File: config.mk
export PLATFORM = sky130hd
export DESIGN_NAME = posit_add_sched_es3
export DESIGN_NICKNAME = d
export VERILOG_FILES = /design/src/rtl/posit_add_sched_es3.sv
export SDC_FILE = /design/constraint.sdc
export NUM_CORES = 1
export LEC_CHECK = 0
export BUFFER_PORTS_ARGS = -buffer_cell sky130_fd_sc_hd__buf_4
export CORE_UTILIZATION = 45
export CTS_CLUSTER_SIZE = 20
export DETAILED_ROUTE_END_ITERATION = 10
export GPL_ROUTABILITY_DRIVEN = 0
export PLACE_DENSITY = 0.67
export SYNTH_ARGS = -nofsm -noshare
export SYNTH_HDL_FRONTEND = slang
export SYNTH_SLANG_ARGS = --single-unit
File: constraint.sdc
create_clock -name clk -period 3.69 [get_ports clk]
set_input_delay 0.738 -clock clk [delete_from_list [all_inputs] [get_ports clk]]
set_output_delay 0.738 -clock clk [all_outputs]
set_load 0.03 [all_outputs]
File: src/rtl/posit_add_sched_es3.sv
// Round-robin scheduler sharing one fixed-latency es3 posit adder among NREQ
// requesters. Each issued add carries its requester id down a tag line matched
// to the adder latency; sums land in per-requester FIFOs guarded by credits.

// Per-requester result FIFO plus credit counter (in-flight + stored entries).
module posit_add_sched_es3_lane #(
  parameter int W     = 40,
  parameter int DEPTH = 4
) (
  input  logic         clk,
  input  logic         reset_n,
  input  logic         grant,
  input  logic         wr_en,
  input  logic [W:0]   wr_data,
  input  logic         pop,
  output logic         has_credit,
  output logic         res_valid,
  output logic [W-1:0] res_data,
  output logic         res_truncated
);
  localparam int CW = $clog2(DEPTH + 1);
  localparam int PW = (DEPTH > 1) ? $clog2(DEPTH) : 1;

  logic [CW-1:0] credit, occ;
  logic [PW-1:0] wp, rp;
  logic [W:0]    mem [DEPTH];
  logic          pop_ok;

  function automatic logic [PW-1:0] inc_ptr(input logic [PW-1:0] p);
    return (p == PW'(DEPTH - 1)) ? '0 : p + 1'b1;
  endfunction

  assign res_valid  = (occ != '0);
  assign pop_ok     = pop & res_valid;
  assign has_credit = (credit < CW'(DEPTH));
  assign {res_truncated, res_data} = mem[rp];

  // Credit: +1 on grant, -1 on pop, unchanged when both happen together.
  always_ff @(posedge clk or negedge reset_n) begin
    if (!reset_n) credit <= '0;
    else begin
      case ({grant, pop_ok})
        2'b10:   credit <= credit + 1'b1;
        2'b01:   credit <= credit - 1'b1;
        default: ;
      endcase
    end
  end

  // FIFO pointers and occupancy; credits make a full-FIFO write impossible.
  always_ff @(posedge clk or negedge reset_n) begin
    if (!reset_n) begin
      wp  <= '0;
      rp  <= '0;
      occ <= '0;
    end else begin
      if (wr_en)  wp <= inc_ptr(wp);
      if (pop_ok) rp <= inc_ptr(rp);
      case ({wr_en, pop_ok})
        2'b10:   occ <= occ + 1'b1;
        2'b01:   occ <= occ - 1'b1;
        default: ;
      endcase
    end
  end

  // Storage needs no reset; occupancy qualifies the head.
  always_ff @(posedge clk) begin
    if (wr_en) mem[wp] <= wr_data;
  end
endmodule

module posit_add_sched_es3 #(
  parameter int NREQ        = 4,
  parameter int ADD_LATENCY = 8,
  parameter int RES_DEPTH   = 4,
  parameter int W_IN        = 38,  // POSIT_SERIALIZED_WIDTH_ES3
  parameter int W_SUM       = 40   // POSIT_SERIALIZED_WIDTH_SUM_ES3
) (
  input  logic                  clk,
  input  logic                  reset_n,
  input  logic [NREQ-1:0]       req_valid,
  output logic [NREQ-1:0]       req_ready,
  input  logic [NREQ*W_IN-1:0]  req_in1,
  input  logic [NREQ*W_IN-1:0]  req_in2,
  output logic                  add_start,
  output logic [W_IN-1:0]       add_in1,
  output logic [W_IN-1:0]       add_in2,
  input  logic [W_SUM-1:0]      add_result,
  input  logic                  add_done,
  input  logic                  add_truncated,
  output logic [NREQ-1:0]       res_valid,
  input  logic [NREQ-1:0]       res_ready,
  output logic [NREQ*W_SUM-1:0] res_data,
  output logic [NREQ-1:0]       res_truncated,
  output logic                  seq_error
);
  localparam int IDW = $clog2(NREQ);
  localparam int FW  = $clog2(ADD_LATENCY + 1);

  typedef enum logic {S_FLUSH, S_RUN} state_t;

  state_t            state, state_nx;
  logic [FW-1:0]     flush_cnt;
  logic              run;
  logic [IDW-1:0]    rr_ptr, gnt_id;
  logic              gnt_vld;
  logic [NREQ-1:0]   has_credit, wr_en;
  logic [ADD_LATENCY:0] vld_pipe;
  logic [IDW-1:0]    id_pipe [ADD_LATENCY+1];
  logic              tag_out;

  // State register: FLUSH lasts ADD_LATENCY cycles after reset to soak up
  // stale results still inside the (unreset) adder.
  always_ff @(posedge clk or negedge reset_n) begin
    if (!reset_n) begin
      state     <= S_FLUSH;
      flush_cnt <= '0;
    end else begin
      state <= state_nx;
      if (state == S_FLUSH) flush_cnt <= flush_cnt + 1'b1;
    end
  end

  // Next state: leave FLUSH on its last counted cycle.
  always_comb begin
    state_nx = state;
    if (state == S_FLUSH && flush_cnt == FW'(ADD_LATENCY - 1)) state_nx = S_RUN;
  end

  // Outputs: round-robin grant from rr_ptr among requesters holding credit.
  always_comb begin
    int idx;
    idx       = 0;
    run       = (state == S_RUN);
    gnt_vld   = 1'b0;
    gnt_id    = '0;
    req_ready = '0;
    if (run) begin
      for (int k = 0; k < NREQ; k++) begin
        idx = (int'(rr_ptr) + k) % NREQ;
        if (!gnt_vld && req_valid[idx] && has_credit[idx]) begin
          gnt_vld = 1'b1;
          gnt_id  = IDW'(idx);
        end
      end
    end
    if (gnt_vld) req_ready[gnt_id] = 1'b1;
  end

  // Issue register toward the adder, and pointer advance past the winner.
  always_ff @(posedge clk or negedge reset_n) begin
    if (!reset_n) begin
      add_start <= 1'b0;
      add_in1   <= '0;
      add_in2   <= '0;
      rr_ptr    <= '0;
    end else begin
      add_start <= gnt_vld;
      if (gnt_vld) begin
        add_in1 <= req_in1[int'(gnt_id)*W_IN +: W_IN];
        add_in2 <= req_in2[int'(gnt_id)*W_IN +: W_IN];
        rr_ptr  <= (gnt_id == IDW'(NREQ - 1)) ? '0 : gnt_id + 1'b1;
      end
    end
  end

  // Tag line: stage 0 aligns with add_start, stage ADD_LATENCY with add_done.
  always_ff @(posedge clk or negedge reset_n) begin
    if (!reset_n) begin
      vld_pipe <= '0;
      for (int s = 0; s <= ADD_LATENCY; s++) id_pipe[s] <= '0;
    end else begin
      vld_pipe <= {vld_pipe[ADD_LATENCY-1:0], gnt_vld};
      id_pipe[0] <= gnt_id;
      for (int s = 1; s <= ADD_LATENCY; s++) id_pipe[s] <= id_pipe[s-1];
    end
  end

  assign tag_out = vld_pipe[ADD_LATENCY];

  // Steer a matched sum into its requester's FIFO.
  always_comb begin
    wr_en = '0;
    if (run && tag_out && add_done) wr_en[id_pipe[ADD_LATENCY]] = 1'b1;
  end

  // Sticky protocol error when add_done and the tag line disagree.
  always_ff @(posedge clk or negedge reset_n) begin
    if (!reset_n) seq_error <= 1'b0;
    else if (run && (tag_out != add_done)) seq_error <= 1'b1;
  end

  for (genvar i = 0; i < NREQ; i++) begin : g_lane
    posit_add_sched_es3_lane #(.W(W_SUM), .DEPTH(RES_DEPTH)) u_lane (
      .clk           (clk),
      .reset_n       (reset_n),
      .grant         (req_valid[i] & req_ready[i]),
      .wr_en         (wr_en[i]),
      .wr_data       ({add_truncated, add_result}),
      .pop           (res_ready[i]),
      .has_credit    (has_credit[i]),
      .res_valid     (res_valid[i]),
      .res_data      (res_data[i*W_SUM +: W_SUM]),
      .res_truncated (res_truncated[i])
    );
  end
endmodule

Word-level counts from Yosys, hierarchy flattened
Memories as Yosys holds them, arrays and structs flattened.
Index checks and enable logic that the tools add are counted.
{"block": "word_totals", "ff_bits": 152, "latchBits": 0, "mem_bits_rw": 656, "romBits": 0, "in_bits": 356, "memories": 4}
{"block": "op_classes", "addsub": 29, "n_mul": 1, "div": 0, "n_lt_le_gt_ge": 12, "eq_ne": 27, "shift": 2, "muxes": 66, "n_bitwise": 12, "n_reduce_logical": 31}
{"name": "g_lane[0].u_lane.mem", "words": 4, "word_bits": 41, "rd": 1, "rd_ports_with_merged_regs": 0, "wr": 1, "line_no": "26", "source": "logic [W:0] mem [DEPTH];"}
{"name": "g_lane[1].u_lane.mem", "words": 4, "word_bits": 41, "rd": 1, "rd_ports_with_merged_regs": 0, "wr": 1, "line_no": "26"}
{"name": "g_lane[2].u_lane.mem", "words": 4, "word_bits": 41, "rd": 1, "rd_ports_with_merged_regs": 0, "wr": 1, "line_no": "26"}
{"name": "g_lane[3].u_lane.mem", "words": 4, "word_bits": 41, "rd": 1, "rd_ports_with_merged_regs": 0, "wr": 1, "line_no": "26"}
{"cell": "variable part select 152 x 32 -> 38 bit", "count": 1}
{"cell": "variable part select 152 x 9 -> 38 bit", "count": 1}
{"cell": "case mux 3 bit (2 select lines)", "count": 8}
{"cell": "equality test 2 bit (second input constant)", "count": 17}
{"cell": "two-way mux 1 bit", "count": 32}
{"cell": "two-way mux 2 bit", "count": 14}
{"cell": "adder 3 x 1 -> 3 bit (second input constant)", "count": 8}
{"cell": "subtractor 3 x 1 -> 3 bit (second input constant)", "count": 8}
{"cell": "adder 2 x 1 -> 2 bit (second input constant)", "count": 10}
{"cell": "binary-select mux 1 bit (select 2 bit)", "count": 8}
{"cell": "equality test 2 x 1 -> 1 bit (second input constant)", "count": 8}
{"cell": "nonzero test 2 bit", "count": 8}
{"cell": "logical AND 1 bit", "count": 13}
{"cell": "< comparator 3 bit (second input constant)", "count": 4}
{"cell": "< comparator 3 x 4 -> 1 bit (second input constant)", "count": 3}
{"cell": "nonzero test 3 bit", "count": 4}
{"cell": "< comparator 2 x 3 -> 1 bit (second input constant)", "count": 3}
{"cell": "AND 1 bit", "count": 8}
{"cell": "two-way mux 4 bit", "count": 2}
{"cell": "multiplier 2 x 5 -> 7 bit (second input constant)", "count": 1}
{"cell": "OR reduction 2 bit", "count": 3}
{"cell": "adder 2 bit (second input constant)", "count": 2}
{"cell": "adder 4 x 1 -> 4 bit (second input constant)", "count": 1}
{"cell": "demux 1 bit (select 2 bit)", "count": 2}
{"cell": "other kinds (6)", "count": 11}

Longest topological paths before layout
{"block": "logic_depth", "ltp_word": 29, "mapped_depth": 14}

Hierarchy
From an unflattened synthesis, not the netlist that was laid out.
{"block": "hier_totals", "cells_unflattened": 1600, "area_unflattened_um2": 32238.4}
{"mod": "posit_add_sched_es3_lane at g_lane[1].u_lane ...", "instances": 3, "cells_per_inst": 269, "area_each_um2": 6563.8}
{"mod": "posit_add_sched_es3_lane at g_lane[0].u_lane", "instances": 1, "cells_per_inst": 270, "area_each_um2": 6562.5}
{"mod": "posit_add_sched_es3", "instances": 1, "cells_per_inst": 523, "area_each_um2": 5984.5}

Worst setup path before layout
OpenSTA, ideal clock, no wires.
{"block": "synth_path", "path_type": "input to register", "start": "in req_valid[0]", "end": "reg g_lane[2].u_lane.credit[2]", "arrival_ns": 3.462, "required_ns": 3.565, "slack_ns": 0.103, "stages": 14, "path_buffers": 1, "cell_sequence": "nand2b_1 and2_1 a2111oi_4 nor2_2 inv_2 buf_2 ha_1 and2_1 nand2_1 ha_1 fa_1 xnor2_1 nor2_1 xor2_1"}
{"block": "synth_via", "elab_chain_len": 28, "word_cells_on_any_way": 45}
{"element": "start: declaration", "line_no": "82", "source": "input logic [NREQ-1:0] req_valid,"}
{"element": "binary-select mux 1 bit (select 2 bit)", "line_no": "142", "source": "if (!gnt_vld && req_valid[idx] && has_credit[idx]) begin"}
{"element": "two-way mux 1 bit (implied by the code)", "line_no": "142"}
{"element": "logical AND 1 bit", "line_no": "142"}
{"element": "two-way mux 1 bit", "line_no": "142"}
{"element": "two-way mux 1 bit", "line_no": "139", "source": "if (run) begin"}
{"element": "logical NOT 1 bit", "line_no": "142"}
{"element": "logical AND 1 bit (2 in series)", "line_no": "142"}
{"element": "two-way mux 1 bit", "line_no": "142"}
{"element": "[... 12 more ...]"}
{"element": "logical AND 1 bit (implied by the code)", "line_no": "148", "source": "if (gnt_vld) req_ready[gnt_id] = 1'b1;"}
{"element": "two-way mux 1 bit (implied by the code)", "line_no": "148"}
{"element": "demux 1 bit (select 2 bit)", "line_no": "148"}
{"element": "two-way mux 4 bit (*)", "line_no": "148"}
{"element": "via req_ready[2]", "line_no": "83", "source": "output logic [NREQ-1:0] req_ready,"}
{"element": "AND 1 bit (*)", "line_no": "198", "source": ".grant (req_valid[i] & req_ready[i]),"}
{"element": "equality test 2 x 1 -> 1 bit / equality test 2 bit (equally long branches)", "line_no": "42", "source": "case ({grant, pop_ok})"}
{"element": "case mux 3 bit (2 select lines) / nonzero test 2 bit (equally long branches)"}
{"element": "end signal: assignment", "line_no": "43", "source": "2'b10: credit <= credit + 1'b1;"}
{"element": "end signal: assignment", "line_no": "44", "source": "2'b01: credit <= credit - 1'b1;"}
{"element": "end: declaration", "line_no": "24", "source": "logic [CW-1:0] credit, occ;"}
Mark *: on every way through the listed nets, which the timed path passes. The rest lies on a longest branch. The select of a mux whose other input is x is not followed.
A chain may end at the register's enable or synchronous reset.

Worst setup path after layout
{"block": "layout_path", "start": "reg g_lane[0].u_lane.credit[2]", "end": "out req_ready[3]"}
{"block": "layout_via", "elab_chain_len": 26, "word_cells_on_any_way": 41}
{"element": "start: declaration", "line_no": "24"}
{"element": "start signal: assignment", "line_no": "43"}
{"element": "start signal: assignment", "line_no": "44"}
{"element": "< comparator 3 bit (*)", "line_no": "35", "source": "assign has_credit = (credit < CW'(DEPTH));"}
{"element": "binary-select mux 1 bit (select 2 bit)", "line_no": "142"}
{"element": "two-way mux 1 bit (implied by the code)", "line_no": "142"}
{"element": "logical AND 1 bit", "line_no": "142"}
{"element": "two-way mux 1 bit", "line_no": "142"}
{"element": "two-way mux 1 bit", "line_no": "139"}
{"element": "logical NOT 1 bit", "line_no": "142"}
{"element": "logical AND 1 bit (2 in series)", "line_no": "142"}
{"element": "[... 8 more ...]"}
{"element": "logical AND 1 bit (2 in series)", "line_no": "142"}
{"element": "two-way mux 2 bit", "line_no": "142"}
{"element": "two-way mux 2 bit", "line_no": "139"}
{"element": "< comparator 2 x 3 -> 1 bit (implied by the code) / greater-or-equal comparator 2 x 1 -> 1 bit (equally long branches)", "line_no": "148"}
{"element": "logical AND 1 bit (implied by the code)", "line_no": "148"}
{"element": "two-way mux 1 bit (implied by the code)", "line_no": "148"}
{"element": "demux 1 bit (select 2 bit)", "line_no": "148"}
{"element": "two-way mux 4 bit (*)", "line_no": "148"}
{"element": "end: declaration", "line_no": "83"}
Every way passes the cells marked *; elsewhere a longest branch is shown, timed or not. The select of a mux whose other input is x is not followed.

==> impl_metrics.toml <==
[critical_path]
crit_path_start_kind = "flip-flop"
crit_end = "req_ready[3]"
cp-end-kind = "primary output"
cp.required_ns = 2.95
r2r-end = "add_in1[26]"
path_class = "flip-flop to primary output"
reg2reg_depth = 9
critPathMaxFanout = 5
critical_path_arrival_ns = 2.63
worstReg2RegStart = "g_lane[0].u_lane.credit[2]"
crit_start = "g_lane[0].u_lane.credit[2]"
rrSetupSlack_ns = 0.52

[power_and_ir_drop]
power.sequential.fraction_pct = 35.2
cellPowerDensity_nw_per_um2 = 869
ir_drop_mv = 0.650
p_sw_share_pct = 37.6
combinationalPowerShare_pct = 41.0
leakagePower_uw = 0.0151
p_clk_share_pct = 23.9
power.total_uw = 35500
p_int_uw = 22200
p_switching_uw = 13300

[sta]
post-route-min-period_ns = 3.36
relSlewSlack_pct = 38.6
maxSlewViolCount = 0
skew_ns = 0.0226
fin_setup_tns_ns = 0
holdWs_ns = 0.153
worstMarginPinSlew_ns = 0.922
min_period_over_period_pct = 91.2
fmax_ghz = 0.297
fin_ws_ns = 0.326
setup_viol = 0
rsz0062_at_grt = "false"
hold_viol = 0

[detailed_routing]
dr.first_iter.drc_count = 1225
vias = 18379
ant_nets = 0
post-route-drc-count = 0
drt-vias-per-instance = 5.50
drtPass1Iterations = 5
wire_per_inst_microns = 26.3
routed_wl_mm = 88.0

[hold_path]
hold_class = "input port to async pin"

[flow_run]
maxCapViolations = 0

[clock_network]
clkTransAtPathRegs_ns = 0.06
cts_setup_buffers = 0
ctsResizeCount = 0
htree_levels = 3
cts-root-buf = "clkbuf_16"
cts_tree = "built"
cts_buffers = 84
cts_sinks = 807
cts_hold_buf = 0
clkLatencyLatePin_ns = 0.64
cts_buffer_depth = 3

[global_routing]
antenna_found_initial = 29
grt_overflow = 0
grt_pass1_vias = 19363
grt_use_total_pct = 24.4
grt_max_degree = 79
grt_pass1_wl_mm = 128

[floorplan]
fp.coreArea_sq_um = 70300
rows = 97
die-area_sq_um = 72400
initial_core_util_pct = 45.7
die_y_microns = 269
io_pins = 606
die_x_microns = 269

[place]
dpl.cell_count = 3165
place_ws_ns = 0.195
portBuffers = 605
hpwl_mm = 59.9

[yosys]
synth-main-ff-cell = "edfxtp_1"
syn-instance-count = 1676
synthArstFlopShare_pct = 18.7
yosysWarningCount = 0
syn_avg_cell_area_sq_um = 19.2
synth_edf_count = 656
synth.distinct_cells = 40
synth_nets = 2073
seq_area_frac_synth_pct = 73.1
ys_seq_elements = 807
syn_area_sq_um = 32100

[finish]
area_growth_pct = 27.3
final_common_cell = "edfxtp_1"
seq_area_sq_um = 23500
final_cells = 3341
fin_nets = 2708
final_cell_mix = "656 x edfxtp_1, 639 x buf_4, 164 x mux4_2, 152 x a211oi_1, 143 x dfrtp_1"
drive_gt1_share_pct = 41.5
multiInputGateArea_sq_um = 8100
fill_cells = 5368

[status]
status = "completed"
worst min path at each step:
| stage | from | to | slack, ns |
|---|---|---|---|
| after floorplan | id_pipe[2] | id_pipe[0] | 0.33 |
| after global placement | id_pipe[3] | id_pipe[1] | 0.33 |
| after detailed placement | id_pipe[2] | id_pipe[0] | 0.33 |
| after CTS | reset_n | g_lane[1].u_lane.occ[0] | 0.19 |
| after global routing | reset_n | g_lane[1].u_lane.occ[0] | 0.20 |
| final | reset_n | g_lane[1].u_lane.occ[0] | 0.15 |
power by group through the flow:
stage | clock (uW) | sequential [uW] | combinational, uW
5_1_grt | 9000 | 12700 | 15300
2_1_floorplan | 0 | 12800 | 8990
4_1_cts | 8650 | 12500 | 14700
3_5_place_dp | 0 | 12700 | 14700
3_3_place_gp | 0 | 12600 | 14400
6_report | 8480 | 12500 | 14500
metrics by stage:
| step | util [%] | cell area (sq um) |
|---|---|---|
| after global placement | 54.1 | 38000 |
| after detailed placement | 54.1 | 38000 |
| after CTS | 58.1 | 40800 |
| after global routing | 58.2 | 40900 |
| after floorplan | - | 32100 |
| final | 58.2 | 40900 |
critical path, cell delays in order (launching register included):
cell	delay (ns)
dfrtp_1	0.42
nand2b_1	0.18
and2_1	0.22
a2111oi_4	0.50
nor2_4	0.10
ha_1	0.23
and2_1	0.16
buf_4	0.17
final cells by class:
class                           instances  area share [%]
Antenna cell                           24           0.147
Clock buffer                           99            5.33
Clock inverter                         53            1.48
Inverter                               31           0.291
Multi-Input combinational cell        730            19.8
Sequential cell                       807            57.5
Tap cell                              940            2.88
Timing Repair Buffer                  657            12.6
kinds of logic after synthesis:
family	after synthesis	share of synthesized area [%]
AO/OA/AOI/OAI	248	5.76
XOR/XNOR	28	0.764
adder cells (fa/ha/maj)	41	1.78
buffers and inverters	139	1.89
flip-flops	807	73.1
multiplexers	255	14.4
AND/OR/NAND/NOR	158	2.32
cells in the mapped netlist (2+ instances only):
library cell / count / area share [%]
nand3b_1: 2 / 0.047
ha_1: 33 / 1.3
buf_4: 11 / 0.26
nor3_1: 5 / 0.078
o21ai_0: 10 / 0.16
clkbuf_1: 64 / 0.75
and2_1: 18 / 0.35
nor3b_1: 3 / 0.070
edfxtp_1: 656 / 61
mux2_2: 11 / 0.39
buf_6: 4 / 0.14
dfrtp_1: 151 / 12
mux2i_1: 80 / 2.5
o21a_1: 77 / 1.8
and3_1: 7 / 0.14
inv_1: 30 / 0.35
buf_2: 10 / 0.16
and3b_1: 2 / 0.055
fa_1: 8 / 0.50
xnor2_1: 15 / 0.41
nor2_1: 86 / 1.0
buf_1: 19 / 0.22
nand2b_1: 5 / 0.097
or3_1: 8 / 0.16
a21o_1: 5 / 0.12
mux4_2: 164 / 12
nand2_1: 16 / 0.19
xor2_1: 13 / 0.35
a211oi_1: 152 / 3.6
sequential cells by signal, summed over array words and instances (netlist names):
| signal | count |
|---|---|
| add_in1 | 38 |
| vld_pipe | 9 |
| g_lane.u_lane.credit | 12 |
| g_lane.u_lane.wp | 8 |
| seq_error | 1 |
| g_lane.u_lane.occ | 12 |
| g_lane.u_lane.rp | 8 |
| id_pipe | 18 |
| rr_ptr | 2 |
| g_lane.u_lane.mem | 656 |
| run | 1 |
| flush_cnt | 4 |
| add_in2 | 38 |
metal layers:
layer | track usage [%] | share of wire (%) | up-vias
met3 | 4.65 | 6.4 | 153
met2 | 43.9 | 54 | 708
met4 | 13.4 | 5.2 | 4
li1 | - | - | 8017
met5 | 0 | 0.035 | -
met1 | 27.1 | 35 | 9497
Power figures use the tool's default switching activity.
